$ cat config.mk
export PLATFORM = sky130hd
export DESIGN_NAME = instr_decode_ctrl_flat
export DESIGN_NICKNAME = d
export VERILOG_FILES = /design/src/rtl/instr_decode_ctrl_if.sv /design/src/rtl/instr_decode_ctrl.sv /design/src/flat_wrapper.sv
export SDC_FILE = /design/constraint.sdc
export NUM_CORES = 1
export LEC_CHECK = 0
export CAP_MARGIN = 20
export CORE_MARGIN = 5
export CORE_UTILIZATION = 55
export DETAILED_ROUTE_END_ITERATION = 7
export PLACE_DENSITY_LB_ADDON = 0.12
export SLEW_MARGIN = 15
export SYNTH_ARGS = -nofsm -noshare
export SYNTH_HDL_FRONTEND = slang
export SYNTH_SLANG_ARGS = --single-unit
$ cat constraint.sdc
create_clock -name CLK -period 9.5 [get_ports CLK]
set_input_delay 1.9 -clock CLK [delete_from_list [all_inputs] [get_ports CLK]]
set_output_delay 1.9 -clock CLK [all_outputs]
set_load 0.02 [all_outputs]
$ cat src/rtl/instr_decode_ctrl_if.sv
// Fetch <-> decode bundle: instruction word in, branch/write-back/status out.
// master = fetch side (drives instr), slave = decode stage.
interface instr_decode_ctrl_if;
    logic [23:0] instr;
    logic        PCSrc;
    logic [7:0]  immediate;
    logic        wb_en;
    logic [3:0]  wb_addr;
    logic [7:0]  wb_data;
    logic        halted;
    logic        illegal;

    modport master (
        output instr,
        input  PCSrc, immediate, wb_en, wb_addr, wb_data, halted, illegal
    );

    modport slave (
        input  instr,
        output PCSrc, immediate, wb_en, wb_addr, wb_data, halted, illegal
    );
endinterface

$ cat src/rtl/instr_decode_ctrl.sv
// Decode/control stage: IF/ID register, 16x8 regfile, branch resolve, HALT.
// Ports: CLK, reset (async, active high), bus (slave: instr in;
// PCSrc/immediate to fetch, wb_en/wb_addr/wb_data, halted, illegal out).
// Optional macro ILLEGAL_TRAP_EN: opcodes 8-F set sticky illegal and halt.
module instr_decode_ctrl #(
    parameter int         NUM_REGS = 16,
    parameter logic [3:0] OPC_HALT = 4'h7
) (
    input logic CLK,
    input logic reset,
    instr_decode_ctrl_if.slave bus
);

    typedef enum logic [1:0] {RUN, FLUSH, HALTED} state_t;

    state_t      state;
    logic [23:0] ir;
    logic        ir_valid;
    logic [7:0]  regs [NUM_REGS];

    logic [3:0]  opc, rd, rs1, rs2;
    logic [7:0]  imm, a, b, res;
    logic        live, wr, take, stop, trap, wen;

    assign opc = ir[23:20];
    assign rd  = ir[19:16];
    assign rs1 = ir[15:12];
    assign rs2 = ir[11:8];
    assign imm = ir[7:0];

    // R0 is hardwired to zero on the read side.
    assign a = (rs1 == 4'd0) ? 8'd0 : regs[rs1];
    assign b = (rs2 == 4'd0) ? 8'd0 : regs[rs2];

    assign live = ir_valid && (state == RUN);

    always_comb begin
        res  = 8'd0;
        wr   = 1'b0;
        take = 1'b0;
        stop = 1'b0;
        trap = 1'b0;
        if (live) begin
            unique case (1'b1)
                (opc == 4'h1): begin res = a + b;  wr = 1'b1; end
                (opc == 4'h2): begin res = a - b;  wr = 1'b1; end
                (opc == 4'h3): begin res = imm;    wr = 1'b1; end
                (opc == 4'h4): begin res = a + imm; wr = 1'b1; end
                (opc == 4'h5): take = (a == b);
                (opc == 4'h6): take = 1'b1;
                (opc == OPC_HALT): stop = 1'b1;
`ifdef ILLEGAL_TRAP_EN
                opc[3]: trap = 1'b1;
`endif
                default: ;
            endcase
        end
    end

    assign wen = wr && (rd != 4'd0);

    assign bus.wb_en     = wen;
    assign bus.wb_addr   = wen ? rd : 4'd0;
    assign bus.wb_data   = wen ? res : 8'd0;
    assign bus.PCSrc     = take;
    assign bus.immediate = live ? imm : 8'd0;
    assign bus.halted    = (state == HALTED);

    always_ff @(posedge CLK or posedge reset) begin
        if (reset) begin
            for (int i = 0; i < NUM_REGS; i++) regs[i] <= 8'd0;
        end else if (wen) begin
            regs[rd] <= res;
        end
    end

    // The instruction fetched in the same edge as a taken branch is on
    // the wrong path, so it is latched but marked invalid (FLUSH).
    always_ff @(posedge CLK or posedge reset) begin
        if (reset) begin
            state    <= RUN;
            ir       <= 24'd0;
            ir_valid <= 1'b0;
        end else begin
            case (state)
                RUN: begin
                    if (stop || trap) begin
                        state    <= HALTED;
                        ir_valid <= 1'b0;
                    end else if (take) begin
                        state    <= FLUSH;
                        ir       <= bus.instr;
                        ir_valid <= 1'b0;
                    end else begin
                        ir       <= bus.instr;
                        ir_valid <= 1'b1;
                    end
                end
                FLUSH: begin
                    state    <= RUN;
                    ir       <= bus.instr;
                    ir_valid <= 1'b1;
                end
                HALTED: ir_valid <= 1'b0;
                default: begin
                    state    <= RUN;
                    ir_valid <= 1'b0;
                end
            endcase
        end
    end

`ifdef ILLEGAL_TRAP_EN
    logic ill_q;

    always_ff @(posedge CLK or posedge reset) begin
        if (reset)     ill_q <= 1'b0;
        else if (trap) ill_q <= 1'b1;
    end

    assign bus.illegal = ill_q;
`else
    assign bus.illegal = 1'b0;
`endif

endmodule
$ cat src/flat_wrapper.sv
// flat-port wrapper written by rule: the top's interface ports become plain ports
module instr_decode_ctrl_flat 
#(
    parameter int         NUM_REGS = 16,
    parameter logic [3:0] OPC_HALT = 4'h7
)
  (CLK, reset, bus_instr, bus_PCSrc, bus_immediate, bus_wb_en, bus_wb_addr, bus_wb_data, bus_halted, bus_illegal);
  instr_decode_ctrl_if bus_i ();
  input logic CLK;
  input logic reset;
  input wire logic [$bits(bus_i.instr)-1:0] bus_instr;
  output wire logic [$bits(bus_i.PCSrc)-1:0] bus_PCSrc;
  output wire logic [$bits(bus_i.immediate)-1:0] bus_immediate;
  output wire logic [$bits(bus_i.wb_en)-1:0] bus_wb_en;
  output wire logic [$bits(bus_i.wb_addr)-1:0] bus_wb_addr;
  output wire logic [$bits(bus_i.wb_data)-1:0] bus_wb_data;
  output wire logic [$bits(bus_i.halted)-1:0] bus_halted;
  output wire logic [$bits(bus_i.illegal)-1:0] bus_illegal;
  assign bus_i.instr = bus_instr;
  assign bus_PCSrc = bus_i.PCSrc;
  assign bus_immediate = bus_i.immediate;
  assign bus_wb_en = bus_i.wb_en;
  assign bus_wb_addr = bus_i.wb_addr;
  assign bus_wb_data = bus_i.wb_data;
  assign bus_halted = bus_i.halted;
  assign bus_illegal = bus_i.illegal;
  instr_decode_ctrl #(.NUM_REGS(NUM_REGS), .OPC_HALT(OPC_HALT)) u_core (.CLK(CLK), .reset(reset), .bus(bus_i));
endmodule
==> results of run 1 <==
[cells in the mapped netlist (3+ instances only)]
master	n
sky130_fd_sc_hd__nor2_1	104
sky130_fd_sc_hd__and3_1	7
sky130_fd_sc_hd__mux4_1	5
sky130_fd_sc_hd__buf_4	4
sky130_fd_sc_hd__nor3_1	7
sky130_fd_sc_hd__nand2_1	81
sky130_fd_sc_hd__mux4_2	67
sky130_fd_sc_hd__nor2b_1	16
sky130_fd_sc_hd__a21oi_2	11
sky130_fd_sc_hd__mux2i_1	15
sky130_fd_sc_hd__mux2_2	24
sky130_fd_sc_hd__inv_1	12
sky130_fd_sc_hd__xnor2_1	8
sky130_fd_sc_hd__buf_1	7
sky130_fd_sc_hd__clkbuf_1	33
sky130_fd_sc_hd__and2_1	15
sky130_fd_sc_hd__a21oi_1	63
sky130_fd_sc_hd__nand3b_1	3
sky130_fd_sc_hd__o21a_1	3
sky130_fd_sc_hd__nand2b_1	9
sky130_fd_sc_hd__a22oi_1	3
sky130_fd_sc_hd__o21ai_0	54
sky130_fd_sc_hd__a31oi_1	18
sky130_fd_sc_hd__xor2_1	4
sky130_fd_sc_hd__nand3_1	10
sky130_fd_sc_hd__ha_1	12
sky130_fd_sc_hd__dfrtp_1	155
sky130_fd_sc_hd__buf_2	10
sky130_fd_sc_hd__a211oi_1	3
[path summary, 6_finish.rpt]
path                                       start               end  cells past startpoint
worst min register to register  u_core.regs[127]  u_core.regs[127]                      0
worst min-delay path            u_core.regs[127]  u_core.regs[127]                      0
max in group asynchronous                  reset     u_core.ir[12]                      3
worst max register to register     u_core.ir[12]   u_core.regs[95]                     14
min in group asynchronous                  reset   u_core.regs[27]                      2
worst max-delay path               u_core.ir[12]    bus_wb_data[7]                     15
[power groups by stage]
| stage | Clock, W | Sequential [W] | Combinational [W] |
|---|---|---|---|
| CTS | 0.000689 | 0.00118 | 0.00221 |
| global placement | 0 | 0.00117 | 0.00213 |
| floorplan | 0 | 0.00104 | 0.00178 |
| global route | 0.000715 | 0.00120 | 0.00245 |
| finish | 0.000678 | 0.00116 | 0.00226 |
| detailed placement | 0 | 0.00119 | 0.00219 |
[routing by layer]
layer / vias up / global-route usage (%)
li1: 2995 / -
met1: 3439 / 35.80
met2: 307 / 44.11
met3: 33 / 7.451
met4: 0 / 7.206
met5: - / 0
[per-stage QoR]
| stage | setup slack (ns) | hold slack [ns] | power, W | instance area [um^2] | utilization [%] |
|---|---|---|---|---|---|
| after floorplan | 3.187 | 0.4246 | 0.002819 | 8905 | - |
| after global placement | 2.412 | 0.3657 | 0.003300 | 9575 | 60.28 |
| after detailed placement | 2.365 | 0.3706 | 0.003383 | 9575 | 60.28 |
| after CTS | 1.872 | 0.3855 | 0.004079 | 10160 | 63.93 |
| after global routing | 1.862 | 0.3931 | 0.004361 | 10180 | 64.06 |
| final | 2.198 | 0.3816 | 0.004100 | 10180 | 64.06 |
[kinds of logic after synthesis]
group	Yosys count	share of synthesized area (%)
multiplexers	111	23.14
buffers and inverters	68	3.344
flip-flops	155	43.56
adder cells (fa/ha/maj)	16	2.361
AND/OR/NAND/NOR	268	13.95
other	1	0.04211
AO/OA/AOI/OAI	176	12.11
XOR/XNOR	13	1.489
[registers in the layout, indices dropped and copies added, names as in the netlist]
register / flops
u_core.regs: 128
u_core.ir_valid: 1
u_core.ir: 24
u_core.state: 2
[cell type report]
class	count	area (um^2)	area share, %
inverter	12	50.05	0.4918
timing repair buffer	70	658.1	6.467
tap	216	270.3	2.656
clock inverter	13	141.4	1.389
clock buffer	18	439.2	4.316
sequential	155	3881	38.14
multi-input combinational	585	4736	46.54
[worst reg2reg max path: cells and delay by family (launching register included)]
family          cells  cell delay (ns)
buf+inv             2             0.77
xor+xnor            1             0.20
flops               1             0.58
mux                 2             1.07
simple gates        3             0.77
compound gates      5             0.73
fa+ha+maj           1             0.32
==> summary.txt, run 1 <==
Share of power burned in the clock network = 16.5%
Port Buffer Count = 48
GRT Util Overall = 26.94%
Asr flop ratio synth = 100.0%
Gate count of the mapped netlist = 808
Biggest area consumer among synthesized cells = sky130_fd_sc_hd__dfrtp_1
Drt wl/cell = 22.18 um
Setup tns final = 0 ns
Ranking of synthesized cells by area = sky130_fd_sc_hd__dfrtp_1 (44%), sky130_fd_sc_hd__mux4_2 (17%), sky130_fd_sc_hd__nor2_1 (4.4%)
Slew @ Worst Pin = 0.9672 ns
Switching Fraction = 42.99%
Clock-pin slew on the worst setup and hold paths = 0.06 ns
Number of cells upsized or downsized after cts = 0
Leading cell types in the layout, fill and taps excluded = sky130_fd_sc_hd__dfrtp_1 (153), sky130_fd_sc_hd__nor2_1 (103), sky130_fd_sc_hd__nand2_1 (81), sky130_fd_sc_hd__mux4_2 (67), sky130_fd_sc_hd__a21oi_1 (63)
Ratio of cells with drive above 1 in the final layout = 20.05%
Maximum frequency from static timing analysis = 0.1370 GHz
Maximum single-stage delay on the critical path = 0.62 ns
Die Y-Extent = 137.2 um
Top_reg_cell synth = sky130_fd_sc_hd__dfrtp_1
Final ANT Viol Nets = 0
Via count of the first global-routing pass = 6,904
CP cell instances = buf_4 -> mux4_2 -> mux4_2 -> nor2b_1 -> ha_1 -> a21o_1 -> nand3_1 -> a31oi_1 -> nor4_1 -> a21oi_1 -> xnor2_1 -> a211oi_4 -> buf_4 -> nor2_1 -> clkdlybuf4s50_1
DIE WIDTH = 137.2 um
Sequential Power Share = 28.3%
Lkg Pwr = 4.253 nW
Detail Route met2 WL = 11.63 mm
Synthesized netlist net count = 848
Number of DRC violations after detailed-routing iteration 0 = 645
Pwr dens = 402.9 mW/mm^2
Level count of the clock H-tree = 4
Synth warnings = 0
Critical setup path kind = reg -> out
Post-synth design cell area = 0.008905 mm^2
Num CTS Buffers = 17
RSZ-0062 raised after global routing = false
Share of the cycle needed by the critical path after routing = 76.86%
Final Slew Violations = 0
Cts-stage hold buffer count = 0
Sinks on Clock Net = 155
Root Buffer = sky130_fd_sc_hd__clkbuf_16
Flip-flop and latch count after synthesis = 155
Routed length on met3 = 1.973 mm
Top routing layer in use = met4
Vias post-DR = 6,774
Rows = 46
Global-route wire length before repair = 38.05 mm
Final Skew = 0.01129 ns
Comb pwr share = 55.1%
Vias per Instance = 6.337
Post-synth EDFFs = 0
CTS tree = yes
Design internal power = 0.002337 W
Status = finished clean
Worst IR drop on VDD = 0.1846 mV
Post-CTS setup buffers = 0
Synth cell types = 65
Synth-to-Final Area Change = 14.28%
Grt total ovfl = 0
Standard cell core area = 0.01589 mm^2
Post-layout nets = 881
Slew Limit Headroom = 35.17%
Syn avg cell area = 11.02 um^2
Number of instances in the placed design = 1,037
Maximum number of pins on one net before global-route repair = 101
Fraction of post-synthesis cell area in the top cell type by area = 43.56%
Switching power of the nets = 0.001763 W
Number of design rule violations left after detail routing = 0
Sequential area share after synthesis = 43.56%
Initial cell density of the core = 56.06%
Crit path DAT = 5.40 ns
Most common cell after layout, fill and taps aside = sky130_fd_sc_hd__dfrtp_1
Met1 routed wirelength after detailed routing = 9.683 mm
Flop2flop setup slack = 4.91 ns
Buf+Inv Stages, Crit Path = 3
Final instance count without filler cells = 1,069
Sort of element at the start of the critical path = flop
Maximum buffer depth of the clock tree = 2
Worst skew pair latency = 0.43 ns
Detailed placer's ending HPWL = 16.18 mm
Placer's final routability congestion estimate = 0.8833
Total die area = 0.01883 mm^2
Class of the tightest hold or removal check = reg -> reg
Final-layout fill cell count = 1,280
Slowest CP cell = sky130_fd_sc_hd__clkdlybuf4s50_1
Max-cap viol count = 0
Critical Path Fanout Max = 24
Final setup violation count = 0
Kind of cell adding the most delay to the critical path = buffers and inverters
Pre-Repair DR Iteration Count = 5
Required time of the worst setup path = 7.60 ns
Top-Level Pins = 50
Hold Fails Final Rpt = 0
Antenna violations before repair = 0
Worst Setup End Kind = primary output
Diode count = 0
Routed WL = 23.71 mm
Fin crit period = 7.302 ns
Power figures use the tool's default switching activity.
==> run 2: changes to the inputs <==
==> constraint.sdc (replaced) <==
create_clock -name CLK -period 7.16 [get_ports CLK]
set_input_delay 1.432 -clock CLK [delete_from_list [all_inputs] [get_ports CLK]]
set_output_delay 1.432 -clock CLK [all_outputs]
set_load 0.02 [all_outputs]
==> run 2 against run 1 <==
  * Final cell count increased by 0.47%
  * Non-clock buffer count increased by 4
  * Total power increased by 33%
  * Critical endpoint is now bus_wb_data[4]
  * Largest power group unchanged
==> summary.txt, run 2 (synthesis results as in run 1) <==
Critical setup path kind = reg -> out
Worst Hold Margin = 0.3818 ns (+0.0002380 ns)
Number of cells upsized or downsized after cts = 0 (unchanged)
Detailed placer's ending HPWL = 16.86 mm (+4.2%)
Cts-stage hold buffer count = 0 (unchanged)
Hold Fails Final Rpt = 0 (unchanged)
Total die area = 0.01883 mm^2 (unchanged)
Worst skew pair latency = 0.44 ns (about the same)
Leading cell types in the layout, fill and taps excluded = sky130_fd_sc_hd__dfrtp_1 (153), sky130_fd_sc_hd__nor2_1 (103), sky130_fd_sc_hd__nand2_1 (81), sky130_fd_sc_hd__mux4_2 (67), sky130_fd_sc_hd__a21oi_1 (63)
Status = finished clean
Final setup violation count = 0 (unchanged)
Final Slew Violations = 0 (unchanged)
Level count of the clock H-tree = 4 (unchanged)
Max-cap viol count = 0 (unchanged)
Synth-to-Final Area Change = 14.57%
Share of power burned in the clock network = 16.2% (-0.3 points)
Top-Level Pins = 50 (unchanged)
Port Buffer Count = 48 (unchanged)
Comb pwr share = 53.1% (-2.0 points)
Drt wl/cell = 22.45 um (+1.2%)
Final-layout fill cell count = 1,253 (-2.1%)
Root Buffer = sky130_fd_sc_hd__clkbuf_16
Global-route wire length before repair = 38.43 mm (+1.0%)
Slew Limit Headroom = 25.54% (-9.6 points)
Rows = 46 (unchanged)
Worst Setup End Kind = primary output
Lkg Pwr = 4.262 nW (+0.21%)
Fin crit period = 6.625 ns
Pre-Repair DR Iteration Count = 5 (unchanged)
Sort of element at the start of the critical path = flop
Maximum buffer depth of the clock tree = 2 (unchanged)
Placer's final routability congestion estimate = 0.9051 (+2.5%)
RSZ-0062 raised after global routing = false
Initial cell density of the core = 56.06% (unchanged)
Final ANT Viol Nets = 0 (unchanged)
Setup tns final = 0 ns (unchanged)
Sequential Power Share = 30.6% (+2.3 points)
Overall power consumption = 0.005452 W (+33%)
Maximum frequency from static timing analysis = 0.1509 GHz
Num CTS Buffers = 17 (unchanged)
Sinks on Clock Net = 155 (unchanged)
Routed WL = 24.11 mm (+1.7%)
Class of the tightest hold or removal check = reg -> reg
Design internal power = 0.003094 W (+32%)
Vias per Instance = 6.357 (+0.31%)
Post-layout nets = 885 (+0.45%)
Grt total ovfl = 0 (unchanged)
Number of flip-flops under the largest register name = 128 (unchanged)
Switching power of the nets = 0.002358 W (+34%)
GRT Util Overall = 27.34% (+0.40 points)
CTS tree = yes
Most common cell after layout, fill and taps aside = sky130_fd_sc_hd__dfrtp_1
Critical Path Fanout Max = 22 (-8.3%)
Vias post-DR = 6,827 (+0.78%)
Number of DRC violations after detailed-routing iteration 0 = 710 (+10%)
Post-CTS setup buffers = 0 (unchanged)
Pwr dens = 534.4 mW/mm^2 (+33%)
Die Y-Extent = 137.2 um (unchanged)
Worst setup slack before clock tree synthesis = 0.9551 ns (-1.410 ns)
Biggest registers after layout = u_core.regs: 128 flops, u_core.ir: 24 flops, u_core.state: 2 flops
Biggest register = u_core.regs
Crit path DAT = 5.19 ns (-0.21 ns)
Number of design rule violations left after detail routing = 0 (unchanged)
Diode count = 0 (unchanged)
Via count of the first global-routing pass = 6,850 (-0.78%)
Clock-pin slew on the worst setup and hold paths = 0.06 ns (about the same)
Slew @ Worst Pin = 1.108 ns (+0.1412 ns)
Ratio of cells with drive above 1 in the final layout = 20.28% (+0.23 points)
Final Skew = 0.01155 ns (+0.0002557 ns)
Maximum number of pins on one net before global-route repair = 111 (+9.9%)
Share of the cycle needed by the critical path after routing = 92.53%
Antenna violations before repair = 0 (unchanged)
Required time of the worst setup path = 5.73 ns (-1.87 ns)
Standard cell core area = 0.01589 mm^2 (unchanged)
Post-route setup slack = 0.5346 ns (-1.664 ns)
Switching Fraction = 43.25% (+0.26 points)
DIE WIDTH = 137.2 um (unchanged)
Worst IR drop on VDD = 0.3158 mV (+71%)
## run 2: cell count changes in the layout (fill, tap and decap cells not counted), sizes merged
| cell | change |
|---|---|
| buf | +4 |
| clkbuf | +3 |
| inv | +1 |
| clkinvlp | +1 |
| clkinv | -3 |
| bufinv | -1 |
## run 2: final cells by class
class,count,area [um^2],share of cell area (%)
clock buffers,21,460.4,4.513
multi-input cells,585,4736,46.42
clock inverters,11,108.9,1.067
well taps,216,270.3,2.649
repair buffers,74,695.7,6.819
flip-flops and latches,155,3881,38.04
inverters,12,50.05,0.4906
## run 2: worst paths after layout
kind	end	slack [ns]	cells past startpoint	from
max in group asynchronous	u_core.regs[103]	4.68	3	reset
worst max register to register	u_core.regs[103]	2.50	14	u_core.ir[8]
worst min-delay path	u_core.regs[127]	0.38	0	u_core.regs[127]
min in group asynchronous	u_core.regs[75]	1.44	2	reset
worst max-delay path	bus_wb_data[4]	0.53	12	u_core.ir[8]
worst min register to register	u_core.regs[127]	0.38	0	u_core.regs[127]
## run 2: worst max-delay path: stages (launching register included)
cell	delay, ns
sky130_fd_sc_hd__dfrtp_2	0.84
sky130_fd_sc_hd__mux4_2	0.59
sky130_fd_sc_hd__mux4_2	0.48
sky130_fd_sc_hd__and2_1	0.18
sky130_fd_sc_hd__mux2_2	0.26
sky130_fd_sc_hd__ha_1	0.21
sky130_fd_sc_hd__fa_1	0.44
sky130_fd_sc_hd__maj3_1	0.40
sky130_fd_sc_hd__a21oi_1	0.18
sky130_fd_sc_hd__xnor2_1	0.09
sky130_fd_sc_hd__a211oi_2	0.42
sky130_fd_sc_hd__nor2_1	0.10
sky130_fd_sc_hd__clkdlybuf4s50_1	0.56
## run 2: per-layer routing
metal | global-route usage (%) | vias up | wire length, um
met4 | 7.871 | 0 | 499
met1 | 38.55 | 3411 | 10130
li1 | - | 3010 | -
met2 | 42.75 | 361 | 11480
met5 | 0 | - | 0
met3 | 6.611 | 45 | 1998
## run 2: through the flow
step	util [%]	instances	instance area [um^2]
3_3_place_gp	60.47	1041	9605
3_5_place_dp	60.47	1041	9605
5_1_grt	64.23	1074	10200
4_1_cts	64.05	1073	10170
2_1_floorplan	-	808	8905
6_report	64.23	1074	10200
## run 2: power groups by stage
stage / combinational [W] / sequential (W) / clock [W]
floorplan: 0.00236 / 0.00138 / 0
global placement: 0.00278 / 0.00164 / 0
detailed placement: 0.00286 / 0.00167 / 0
CTS: 0.00288 / 0.00166 / 0.000891
global route: 0.00314 / 0.00173 / 0.000931
finish: 0.00290 / 0.00167 / 0.000885
